==> src/rtl/bus8088_pkg.sv <==
// Shared types and constants for the 8088 bus model: bus-cycle states,
// the latched transfer request, and bus widths.
package bus8088_pkg;

  localparam int ADDR_W = 20;
  localparam int DATA_W = 8;

  // Read data returned when a cycle is aborted by the wait-state timeout.
  localparam logic [DATA_W-1:0] TIMEOUT_DATA = 8'hFF;

  typedef enum logic [5:0] {
    IDLE = 6'b000001,
    T1   = 6'b000010,
    T2   = 6'b000100,
    T3   = 6'b001000,
    TW   = 6'b010000,
    T4   = 6'b100000
  } bus_state_t;

  typedef struct packed {
    logic              we;
    logic              io;
    logic [ADDR_W-1:0] addr;
    logic [DATA_W-1:0] wdata;
  } bus_req_t;

  // RD_n/WR_n/DEN_n are active from T2 until the cycle leaves T3/TW.
  function automatic logic strobe_phase(input bus_state_t s);
    return (s == T2) || (s == T3) || (s == TW);
  endfunction

endpackage

==> src/rtl/bus_cycle_ctrl_if.sv <==
// Requester handshake plus 8088 bus pins seen by the bus-cycle sequencer.
// slave = sequencer view, master = requester/device view.
interface bus_cycle_ctrl_if import bus8088_pkg::*; ();

  // Requester side
  logic              req;
  logic              we;
  logic              io;
  logic [ADDR_W-1:0] addr;
  logic [DATA_W-1:0] wdata;
  logic              ack;
  logic [DATA_W-1:0] rdata;
  logic              err;
  logic              busy;

  // Bus side
  logic              ready;
  logic              ALE;
  logic              IOM;
  logic              cs;
  logic [ADDR_W-1:0] bus_addr;
  logic              RD_n;
  logic              WR_n;
  logic              DEN_n;
  logic [DATA_W-1:0] bus_dout;
  logic              bus_doe;
  logic [DATA_W-1:0] bus_din;

  modport slave (
    input  req, we, io, addr, wdata, ready, bus_din,
    output ack, rdata, err, busy,
    output ALE, IOM, cs, bus_addr, RD_n, WR_n, DEN_n, bus_dout, bus_doe
  );

  modport master (
    output req, we, io, addr, wdata, ready, bus_din,
    input  ack, rdata, err, busy,
    input  ALE, IOM, cs, bus_addr, RD_n, WR_n, DEN_n, bus_dout, bus_doe
  );

endinterface

==> src/rtl/wait_timer.sv <==
// Wait-state counter: cleared in T3, counts Tw cycles, and flags the
// MAX_WAIT-th consecutive Tw so the sequencer can abort in that cycle.
module wait_timer #(
  parameter int MAX_WAIT = 15
) (
  input  logic clk,
  input  logic reset,
  input  logic clear,
  input  logic en,
  output logic tc
);

  localparam int CW = $clog2(MAX_WAIT + 1);

  logic [CW-1:0] count;

  // NOTE: sequential state uses non-blocking (<=) so every flop samples
  // pre-edge values regardless of block ordering.
  always_ff @(posedge clk or negedge reset) begin
    if (!reset) begin
      count <= '0;
    end else if (clear) begin
      count <= '0;
    end else if (en && !tc) begin
      count <= count + CW'(1);
    end
  end

  // count holds (n-1) during the n-th Tw cycle.
  assign tc = (count == CW'(MAX_WAIT - 1));

endmodule

==> src/rtl/bus_cycle_ctrl.sv <==
// 8088 bus-cycle sequencer: accepts one transfer in IDLE and runs
// T1-T2-T3-(Tw)*-T4, with a bounded wait-state timeout.
module bus_cycle_ctrl import bus8088_pkg::*; #(
  parameter int MAX_WAIT = 15
) (
  input  logic             clk,
  input  logic             reset,
  bus_cycle_ctrl_if.slave  bus
);

  bus_state_t        state;
  bus_state_t        state_next;
  bus_req_t          lat;
  logic [DATA_W-1:0] rdata_q;
  logic              err_q;

  logic accept;
  logic capture;
  logic timeout;
  logic timer_clear;
  logic timer_en;
  logic timer_tc;
  logic strobe;

  wait_timer #(.MAX_WAIT(MAX_WAIT)) u_wait_timer (
    .clk   (clk),
    .reset (reset),
    .clear (timer_clear),
    .en    (timer_en),
    .tc    (timer_tc)
  );

  always_ff @(posedge clk or negedge reset) begin
    if (!reset) begin
      state <= IDLE;
    end else begin
      state <= state_next;
    end
  end

  // NOTE: every signal written here gets a default before the case, so no
  // branch leaves one unassigned and no latch is inferred.
  always_comb begin
    state_next  = state;
    accept      = 1'b0;
    capture     = 1'b0;
    timeout     = 1'b0;
    timer_clear = 1'b0;
    timer_en    = 1'b0;
    unique case (state)
      IDLE: begin
        if (bus.req) begin
          accept     = 1'b1;
          state_next = T1;
        end
      end
      T1: state_next = T2;
      T2: state_next = T3;
      T3: begin
        timer_clear = 1'b1;
        if (bus.ready) begin
          capture    = 1'b1;
          state_next = T4;
        end else begin
          state_next = TW;
        end
      end
      TW: begin
        timer_en = 1'b1;
        if (bus.ready) begin
          capture    = 1'b1;
          state_next = T4;
        end else if (timer_tc) begin
          timeout    = 1'b1;
          state_next = T4;
        end
      end
      T4:      state_next = IDLE;
      default: state_next = IDLE;
    endcase
  end

  // Request fields are frozen at acceptance; later input changes are ignored.
  always_ff @(posedge clk or negedge reset) begin
    if (!reset) begin
      lat     <= '0;
      rdata_q <= '0;
      err_q   <= 1'b0;
    end else begin
      if (accept) begin
        lat.we    <= bus.we;
        lat.io    <= bus.io;
        lat.addr  <= bus.addr;
        lat.wdata <= bus.wdata;
        err_q     <= 1'b0;
      end
      if (capture && !lat.we) begin
        rdata_q <= bus.bus_din;
      end
      if (timeout) begin
        err_q <= 1'b1;
        if (!lat.we) begin
          rdata_q <= TIMEOUT_DATA;
        end
      end
    end
  end

  // Bus strobes decode from state alone, so reset deasserts them at once.
  assign strobe       = strobe_phase(state);

  assign bus.ALE      = (state == T1);
  assign bus.RD_n     = !(strobe && !lat.we);
  assign bus.WR_n     = !(strobe && lat.we);
  assign bus.DEN_n    = !strobe;
  assign bus.bus_doe  = strobe && lat.we;
  assign bus.IOM      = lat.io;
  assign bus.cs       = lat.addr[ADDR_W-1];
  assign bus.bus_addr = lat.addr;
  assign bus.bus_dout = lat.wdata;

  assign bus.ack      = (state == T4);
  assign bus.busy     = (state != IDLE);
  assign bus.rdata    = rdata_q;
  assign bus.err      = err_q;

endmodule

==> src/flat_wrapper.sv <==
// flat-port wrapper written by rule: the top's interface ports become plain ports
module bus_cycle_ctrl_flat import bus8088_pkg::*;
#(
  parameter int MAX_WAIT = 15
)
  (clk, reset, bus_req, bus_we, bus_io, bus_addr, bus_wdata, bus_ready, bus_bus_din, bus_ack, bus_rdata, bus_err, bus_busy, bus_ALE, bus_IOM, bus_cs, bus_bus_addr, bus_RD_n, bus_WR_n, bus_DEN_n, bus_bus_dout, bus_bus_doe);
  bus_cycle_ctrl_if bus_i ();
  input  logic clk;
  input  logic reset;
  input wire logic [$bits(bus_i.req)-1:0] bus_req;
  input wire logic [$bits(bus_i.we)-1:0] bus_we;
  input wire logic [$bits(bus_i.io)-1:0] bus_io;
  input wire logic [$bits(bus_i.addr)-1:0] bus_addr;
  input wire logic [$bits(bus_i.wdata)-1:0] bus_wdata;
  input wire logic [$bits(bus_i.ready)-1:0] bus_ready;
  input wire logic [$bits(bus_i.bus_din)-1:0] bus_bus_din;
  output wire logic [$bits(bus_i.ack)-1:0] bus_ack;
  output wire logic [$bits(bus_i.rdata)-1:0] bus_rdata;
  output wire logic [$bits(bus_i.err)-1:0] bus_err;
  output wire logic [$bits(bus_i.busy)-1:0] bus_busy;
  output wire logic [$bits(bus_i.ALE)-1:0] bus_ALE;
  output wire logic [$bits(bus_i.IOM)-1:0] bus_IOM;
  output wire logic [$bits(bus_i.cs)-1:0] bus_cs;
  output wire logic [$bits(bus_i.bus_addr)-1:0] bus_bus_addr;
  output wire logic [$bits(bus_i.RD_n)-1:0] bus_RD_n;
  output wire logic [$bits(bus_i.WR_n)-1:0] bus_WR_n;
  output wire logic [$bits(bus_i.DEN_n)-1:0] bus_DEN_n;
  output wire logic [$bits(bus_i.bus_dout)-1:0] bus_bus_dout;
  output wire logic [$bits(bus_i.bus_doe)-1:0] bus_bus_doe;
  assign bus_i.req = bus_req;
  assign bus_i.we = bus_we;
  assign bus_i.io = bus_io;
  assign bus_i.addr = bus_addr;
  assign bus_i.wdata = bus_wdata;
  assign bus_i.ready = bus_ready;
  assign bus_i.bus_din = bus_bus_din;
  assign bus_ack = bus_i.ack;
  assign bus_rdata = bus_i.rdata;
  assign bus_err = bus_i.err;
  assign bus_busy = bus_i.busy;
  assign bus_ALE = bus_i.ALE;
  assign bus_IOM = bus_i.IOM;
  assign bus_cs = bus_i.cs;
  assign bus_bus_addr = bus_i.bus_addr;
  assign bus_RD_n = bus_i.RD_n;
  assign bus_WR_n = bus_i.WR_n;
  assign bus_DEN_n = bus_i.DEN_n;
  assign bus_bus_dout = bus_i.bus_dout;
  assign bus_bus_doe = bus_i.bus_doe;
  bus_cycle_ctrl #(.MAX_WAIT(MAX_WAIT)) u_core (.clk(clk), .reset(reset), .bus(bus_i));
endmodule
==> config.mk <==
export PLATFORM = sky130hd
export DESIGN_NAME = bus_cycle_ctrl_flat
export DESIGN_NICKNAME = d
export VERILOG_FILES = /design/src/rtl/bus8088_pkg.sv /design/src/rtl/bus_cycle_ctrl_if.sv /design/src/rtl/wait_timer.sv /design/src/rtl/bus_cycle_ctrl.sv /design/src/flat_wrapper.sv
export SDC_FILE = /design/constraint.sdc
export NUM_CORES = 1
export LEC_CHECK = 0
export ABC_AREA = 1
export CAP_MARGIN = 20
export CORE_UTILIZATION = 40
export CTS_CLUSTER_DIAMETER = 40
export CTS_CLUSTER_SIZE = 14
export DETAILED_ROUTE_END_ITERATION = 10
export PLACE_DENSITY_LB_ADDON = 0.05
export SLEW_MARGIN = 0
export SYNTH_ARGS = -nofsm -noshare
export SYNTH_HDL_FRONTEND = slang
export SYNTH_HIERARCHICAL = 1
export SYNTH_SLANG_ARGS = --single-unit
==> constraint.sdc <==
create_clock -name clk -period 1.8 [get_ports clk]
set_input_delay 0.36 -clock clk [delete_from_list [all_inputs] [get_ports clk]]
set_output_delay 0.36 -clock clk [all_outputs]
set_load 0.02 [all_outputs]
Word-level counts from Yosys, hierarchy flattened
Index checks and enable logic that the tools add are counted.
Cells by class
  add/subtract/negate cells: 1
  equal/unequal tests: 10
  muxes and demuxes: 21
  reductions and logical operators: 15
Operator list (number)
  6-bit case mux with 5 select lines: 1
  6-bit 2-to-1 mux: 4
  8-bit 2-to-1 mux: 3
  1-bit 2-to-1 mux: 11
  4-bit 2-to-1 mux: 2
  6-bit by 1-bit equality test with 1-bit output (second input constant): 1
  6-bit by 2-bit equality test with 1-bit output (second input constant): 1
  6-bit by 3-bit equality test with 1-bit output (second input constant): 1
  6-bit by 4-bit equality test with 1-bit output (second input constant): 1
  6-bit by 5-bit equality test with 1-bit output (second input constant): 1
  6-bit equality test (second input constant): 1
  6-bit by 1-bit inequality test with 1-bit output (second input constant): 1
  1-bit logical NOT: 5
  4-bit by 1-bit adder with 4-bit output (second input constant): 1
  4-bit equality test (second input constant): 1
  1-bit logical AND: 4
  2-bit nonzero test: 2
  3-bit inequality test (second input constant): 1
  1-bit logical OR: 2
  2-bit inequality test (second input constant): 1
  2-bit AND reduction: 1
  2-bit OR reduction: 1
Storage, ports and cells
  output and inout bits: 46
  input bits: 42
  word-level logic and storage cells: 55
  register bits: 49

Longest topological paths before layout
Gate-level depths: netlist of run 1.
  word-level depth: 7
  mapped depth: 10
  gate-level depth less buffers: 10

Cells and area by module
Netlist of run 1, hierarchy kept.
By module, submodules not included
  bus_cycle_ctrl: area an instance 2252.2 µm², seq. area each 1127.3 µm², times used 1, cells each 274
  wait_timer: area an instance 249.0 µm², seq. area each 100.1 µm², times used 1, cells each 32

Least setup slack after synthesis of run 1
OpenSTA, ideal clock, no wires.
  path type: reg2out
  start: register u_core.state[4]
  end: output port bus_bus_doe
  slack: 0.139 ns
  stages on the path, launching flop included: 8
  required time: 1.440 ns
  arrival time: 1.301 ns
  path through: dfrtp_1 > nor2_4 > nand3_1 > nand2_4 > inv_1 > nand2_1 > nand2_1 > inv_1
Between the ends
  longest elaborated chain between the ends: 4
Ends and longest elaborated chain
  from (decl): line bus_cycle_ctrl.sv:11  | bus_state_t state;
  from (signal assigned): line bus_cycle_ctrl.sv:37  | state <= state_next;
  6-bit by 3-bit equality test with 1-bit output or 6-bit by 4-bit equality test with 1-bit output (tied branches): line bus8088_pkg.sv:29  | return (s == T2) || (s == T3) || (s == TW);
  1-bit logical OR: line bus8088_pkg.sv:29
  1-bit logical OR (*): line bus8088_pkg.sv:29
  1-bit logical AND (*): line bus_cycle_ctrl.sv:116  | assign bus.bus_doe = strobe && lat.we;
  to (decl): line flat_wrapper.sv:29  | output wire logic [$bits(bus_i.bus_doe)-1:0] bus_bus_doe;
Mark *: on every way between the ends. The rest lies on a longest branch, timed or not.

Worst setup path after layout of run 1
  start: register u_core.state[0]
  end: output port bus_RD_n
Between the ends
  longest elaborated chain between the ends: 5
Ends and longest elaborated chain
  6-bit by 3-bit equality test with 1-bit output or 6-bit by 4-bit equality test with 1-bit output (tied branches): line bus8088_pkg.sv:29
  1-bit logical OR: line bus8088_pkg.sv:29
  1-bit logical OR (*): line bus8088_pkg.sv:29
  1-bit logical AND (*): line bus_cycle_ctrl.sv:113  | assign bus.RD_n = !(strobe && !lat.we);
  1-bit logical NOT (*): line bus_cycle_ctrl.sv:113
  to (decl): line flat_wrapper.sv:25  | output wire logic [$bits(bus_i.RD_n)-1:0] bus_RD_n;
Marked as above.

==> results of run 1 <==
-- how the worst min path moves through the flow --
stage	startpoint	endpoint	depth (start not counted)
6_report	u_core/bus.bus_addr[17]$_DFFE_PN0P_	u_core/bus.bus_addr[17]$_DFFE_PN0P_	2
3_3_place_gp	reset	u_core/state[2]$_DFFE_PN0P_	1
5_1_grt	u_core/bus.bus_addr[16]$_DFFE_PN0P_	u_core/bus.bus_addr[16]$_DFFE_PN0P_	2
3_5_place_dp	reset	u_core/state[2]$_DFFE_PN0P_	1
2_1_floorplan	reset	async pin	0
4_1_cts	u_core/bus.bus_addr[16]$_DFFE_PN0P_	u_core/bus.bus_addr[16]$_DFFE_PN0P_	2
-- metal layers --
layer | routed length, um | vias to the layer above | GRT usage [%]
met2 | 2510 | 49 | 30.3
met1 | 2410 | 901 | 22.4
met4 | 30 | 0 | 6.43
met5 | 0 | - | 0
met3 | 295 | 2 | 4.04
li1 | - | 1059 | -
-- kinds of logic after synthesis --
group / Yosys count / synth area share (%)
AO/OA/AOI/OAI: 5 / 1.00
adder cells (fa/ha/maj): 2 / 1.00
buffers and inverters: 66 / 15.8
flip-flops: 49 / 49.1
AND/OR/NAND/NOR: 184 / 33.1
-- worst register-to-register path: stages (launching register included) --
cell and delay, ns:
dfrtp_1 0.43, inv_1 0.11, ha_1 0.17, nand3_2 0.09, inv_1 0.07, inv_1 0.05, nor2_2 0.22, nand2_2 0.19
nand3_1 0.12, nand2_1 0.06
-- final cells by class --
type / instances / area, um^2
Clock buffer: 6 / 82.6
Clock inverter: 2 / 37.5
Fill cell: 562 / 2520
Inverter: 31 / 120
Multi-Input combinational cell: 191 / 893
Sequential cell: 49 / 1230
Tap cell: 75 / 93.8
Timing Repair Buffer: 106 / 1020
-- where the power goes --
group          leakage [nW]  total (mW)  internal (mW)  switching [mW]
clock network        0.0574       0.811          0.452           0.359
logic                  1.12        2.63           1.25            1.38
registers             0.631        1.82           1.55           0.277
-- what timing repair did --
item,CTS,global route
hold endpoints to repair,1,0
hold buffers,1,0
pin swaps,0,3
setup buffers,2,0
cloned,0,0
endpoints found under the setup margin,7,13
resized for setup,31,13
-- cell usage in the layout (no fill, tap or decap), drive strengths merged --
cell and n:
a21oi 1, buf 26, bufinv 1, clkbuf 6, clkdlybuf4s50 79, clkinv 1
clkinvlp 1, dfrtp 48, dfstp 1, dlygate4sd3 1, ha 2, inv 30
nand2 126, nand3 32, nand4 5, nor2 12, o21ai 4, or2 9
==> out/qor.yml, run 1 <==
preCtsSetupSlack_ns: -0.204
cts_tree: "yes"
die_area_um2: 6570
synth_common_cells: "121 x nand2_1, 48 x dfrtp_1, 31 x buf_4"
globalRouteTotalUtil_pct: 17.9
yosys_warnings: 6
fin_skew_ns: 0.0116
synth.cell_area_um2: 2500
p_per_area_nw_per_um2: 1510
die_h_um: 81.1
coreArea_um2: 5990
antenna_found_initial: 0
grt_max_degree: 33
cp.arrival_ns: 1.50
synth_top_area_share_pct: 48.0
dpl.hpwl_um: 3810
area_growth_pct: 38.9
h-tree-depth: 2
fin_cells: 460
vias: 2011
hold_viol_final: 0
syn_area_per_cell_um2: 8.17
numPortBuffers: 87
syn-num-nets: 350
overflow: 0
slowest_delay_ns: 0.57
synth_area_leaders: "dfrtp_1 48%, nand2_1 18%, buf_4 9.3%"
critical_path_depth: 7
crit_fanout: 3
final-max-slew-violation-count: 0
fin_area_um2: 3470
synth-edff-count: 0
fin_util_pct: 58.0
synth_most_common_cell: "nand2_1"
ys_async_sr_fraction_pct: 100
root_buffer: "clkbuf_8"
rsz0062_at_grt: "yes"
synth_cell_type_count: 21
layout_min_cycle_time_ns: 1.86
dp.cells: 449
tightest_slew_ns: 0.438
path_delay_family: "flip-flops"
clock_latency_ns: 0.30
final.setup.worst_slack_ns: -0.0574
r2r_cells: 9
fin_hold_ws_ns: 0.475
firstDrtPassIters: 5
r2r_start: "u_core/u_wait_timer/count[0]$_DFFE_PN0P_"
rrSetupSlack_ns: 0.19
p_total_mw: 5.26
crit_path_end: "bus_RD_n"
wire_per_inst_um: 11.4
crit_top_cell: "buf_6"
cp-startpoint: "u_core/state[0]$_DFFE_PN1P_"
die_x_um: 81.1
cts_buffers: 5
ys_ff_latch: 49
clock-sinks: 49
final.setup.tns_ns: -0.108
path_clk_slew_ns: 0.09
cellLeakagePower_nw: 1.80
grt_pass1_vias: 1954
antenna_left: 0
gp_congestion: 0.751
critical_path_buf_inv_count: 3
period_share_pct: 103
violations: "negative setup slack"
crit_required_ns: 1.44
drt_wl_total_um: 5250
place_area_um2: 3320
ctsLongestPathBuffers: 2
seq_area_frac_synth_pct: 49.1
drtIter0Drc: 79
grt_pass1_wl_um: 8990
syn_inst: 306
slowest_stage: "dfstp_2"
hold_class: "flop to flop"
cap_violations: 0
cp-start-kind: "flop"
path_cells: "nor2_4 -> buf_6 -> nand4_1 -> nand2_2 -> buf_6 -> nand2_2 -> buf_6"
drive_gt1_share_pct: 16.9
vias_per_cell: 4.37
end_kind: "output port"
yosys.area.top_type: "dfrtp_1"
fmax_ghz: 0.538
drc: 0
start_util_pct: 41.8
status: "finished with violations"
setup_viol: 3
rows: 28
ir_worst_vdd_mv: 0.814
synth_top_flop_cell: "dfrtp_1"
ios: 88
diodes: 0
critPathKind: "flop to output port"
nets: 428
slew_headroom_pct: 70.8
(Power assumes the default switching activity.)
==> run 2: changes to the inputs <==
--- a/config.mk
+++ b/config.mk
@@ -8,5 +8,7 @@
 export ABC_AREA = 1
 export CAP_MARGIN = 20
+export CORE_MARGIN = 3
 export CORE_UTILIZATION = 40
+export CTS_BUF_LIST = sky130_fd_sc_hd__clkbuf_8
 export CTS_CLUSTER_DIAMETER = 40
 export CTS_CLUSTER_SIZE = 14
==> constraint.sdc (replaced) <==
create_clock -name clk -period 1.8 [get_ports clk]
set_input_delay 0.27 -clock clk [delete_from_list [all_inputs] [get_ports clk]]
set_output_delay 0.27 -clock clk [all_outputs]
set_load 0.02 [all_outputs]
==> out/qor.yml, run 2 (synthesized netlist as in run 1, its figures left out) <==
cp-start-kind: "flop"  # unchanged
r2r_end: "u_core/bus.bus_addr[6]$_DFFE_PN0P_"
antenna_found_initial: 0  # unchanged
path_clk_slew_ns: 0.09  # about the same
dpl.hpwl_um: 4090  # was 3810 um
preCtsSetupSlack_ns: -0.147  # was -0.204 ns
fin_skew_ns: 0.0103  # was 0.0116 ns
dp.cells: 449  # unchanged
layout_common_cells: "119 x nand2_1, 79 x clkdlybuf4s50_1, 48 x dfrtp_1, 29 x nand3_1, 26 x inv_1"  # was 119 x nand2_1, 79 x clkdlybuf4s50_1, 48 x dfrtp_1, 28 x nand3_1, 27 x inv_1
cts_buffers: 5  # unchanged
rows: 28  # unchanged
grt_pass1_wl_um: 9430  # was 8990 um
crit_fanout: 4  # was 3
die_x_um: 85.1  # was 81.1 um
p_per_area_nw_per_um2: 1520  # was 1510 nW/um^2
gp_congestion: 0.798  # was 0.751
fillers: 562  # unchanged
drt_wl_total_um: 5490  # was 5250 um
numPortBuffers: 87  # unchanged
rrSetupSlack_ns: 0.21  # was 0.19 ns
slowest_stage: "dfstp_2"  # unchanged
firstDrtPassIters: 4  # was 5
grt_pass1_vias: 2140  # was 1954
r2r_cells: 8  # was 9
area_growth_pct: 38.3  # was 38.9%
setup_viol: 0  # was 3
clock_latency_ns: 0.30  # about the same
tightest_slew_ns: 0.504  # was 0.438 ns
crit_required_ns: 1.53  # was 1.44 ns
end_kind: "output port"  # unchanged
diodes: 0  # unchanged
ir_worst_vdd_mv: 0.703  # was 0.814 mV
ctsLongestPathBuffers: 2  # unchanged
drtIter0Drc: 78  # was 79
coreArea_um2: 5990  # unchanged
cellLeakagePower_nw: 1.80  # about the same
critPathKind: "flop to output port"  # unchanged
slew_headroom_pct: 66.4  # was 70.8%
vias: 2071  # was 2011
hold_class: "primary input to async pin"  # was flop to flop
crit_top_cell: "nand2_2"  # was buf_6
clock-sinks: 49  # unchanged
wire_per_inst_um: 11.9  # was 11.4 um
multi_input_area_um2: 888  # was 893 um^2
cap_violations: 0  # unchanged
grt_max_degree: 31  # was 33
hold_viol_final: 0  # unchanged
die_h_um: 85.1  # was 81.1 um
rsz0062_at_grt: "yes"  # unchanged
path_cells: "nor2_4 -> nand3_1 -> nand2_4 -> inv_1 -> nand2_2 -> nand2_2 -> inv_2 -> buf_6"  # was nor2_4 -> buf_6 -> nand4_1 -> nand2_2 -> buf_6 -> nand2_2 -> buf_6
status: "complete, no violations"  # was finished with violations
layout_min_cycle_time_ns: 1.75  # was 1.86 ns
drc: 0  # unchanged
globalRouteTotalUtil_pct: 16.1  # was 17.9%
overflow: 0  # unchanged
start_util_pct: 41.8  # unchanged
antenna_left: 0  # unchanged
ios: 88  # unchanged
period_share_pct: 97.5  # was 103%
p_total_mw: 5.24  # was 5.26 mW
final_common_cell: "nand2_1"  # unchanged
r2r_start: "u_core/state[0]$_DFFE_PN1P_"  # was u_core/u_wait_timer/count[0]$_DFFE_PN0P_
h-tree-depth: 2  # unchanged
cts_tree: "yes"  # unchanged
regArea_um2: 1230  # unchanged
final.setup.worst_slack_ns: 0.0454  # was -0.0574 ns
root_buffer: "clkbuf_8"  # unchanged
nets: 429  # was 428
drive_gt1_share_pct: 16.8  # was 16.9%
final-max-slew-violation-count: 0  # unchanged
vias_per_cell: 4.49  # was 4.37
fmax_ghz: 0.570  # was 0.538 GHz
fin_cells: 461  # was 460
die_area_um2: 7240  # was 6570 um^2
slowest_delay_ns: 0.57  # about the same
cp.arrival_ns: 1.48  # was 1.50 ns
==> run 2: worst max-delay path, delay by kind of cell, from the launching register on <==
| kind | cells | cell delay, ns |
|---|---|---|
| simple gates | 5 | 0.41 |
| buf+inv | 3 | 0.22 |
| flops | 1 | 0.57 |
==> run 2: worst max-delay path by stage <==
| stage | start | end | slack (ns) |
|---|---|---|---|
| 2_1_floorplan | u_core/state[4]$_DFFE_PN0P_ | bus_bus_doe | 0.23 |
| 3_3_place_gp | u_core/state[0]$_DFFE_PN1P_ | bus_bus_doe | -0.07 |
| 4_1_cts | u_core/state[0]$_DFFE_PN1P_ | bus_bus_doe | -0.0001 |
| 6_report | u_core/state[0]$_DFFE_PN1P_ | bus_bus_doe | 0.05 |
| 3_5_place_dp | u_core/state[1]$_DFFE_PN0P_ | bus_bus_doe | -0.15 |
| 5_1_grt | u_core/state[1]$_DFFE_PN0P_ | bus_bus_doe | -0.04 |
==> run 2: final cells by class <==
cell class	instances	area share, %
clock buffer	6	2.39
clock inverter	2	1.08
inverter	31	3.40
multi-input combinational	191	25.7
sequential	49	35.5
tap	75	2.71
timing repair buffer	107	29.3
==> run 2: timing repair <==
item	4_1_cts	5_1_grt
setup buffers	0	3
hold buffers	1	0
hold endpoints to repair	16	0
setup endpoints to repair	7	6
resized for setup	25	8
gates cloned	0	0
pin swaps	0	3
==> run 2: report_power, final <==
part	switching [mW]	total, mW	internal, mW
clock network	0.374	0.826	0.452
registers	0.278	1.82	1.55
logic	1.38	2.59	1.21
total	2.03	5.24	3.21
==> run 2: metrics by stage <==
stage	setup TNS, ns	util, %	hold WS [ns]	instance area [um^2]
2_1_floorplan	0	-	-0.0256	2500
3_3_place_gp	-0.185	55.1	0.233	3300
3_5_place_dp	-0.417	55.1	0.233	3300
4_1_cts	-0.0000968	57.2	0.431	3420
5_1_grt	-0.0999	57.7	0.476	3460
6_report	0	57.7	0.423	3460
==> run 2: layer usage <==
layer  share of wire (%)  track usage (%)  vias to the layer above
li1                    -                -                     1063
met2                  49             27.8                       56
met3                 6.2             4.17                        5
met1                  44             19.3                      947
met5                   0                0                        -
met4                 1.4             6.04                        0
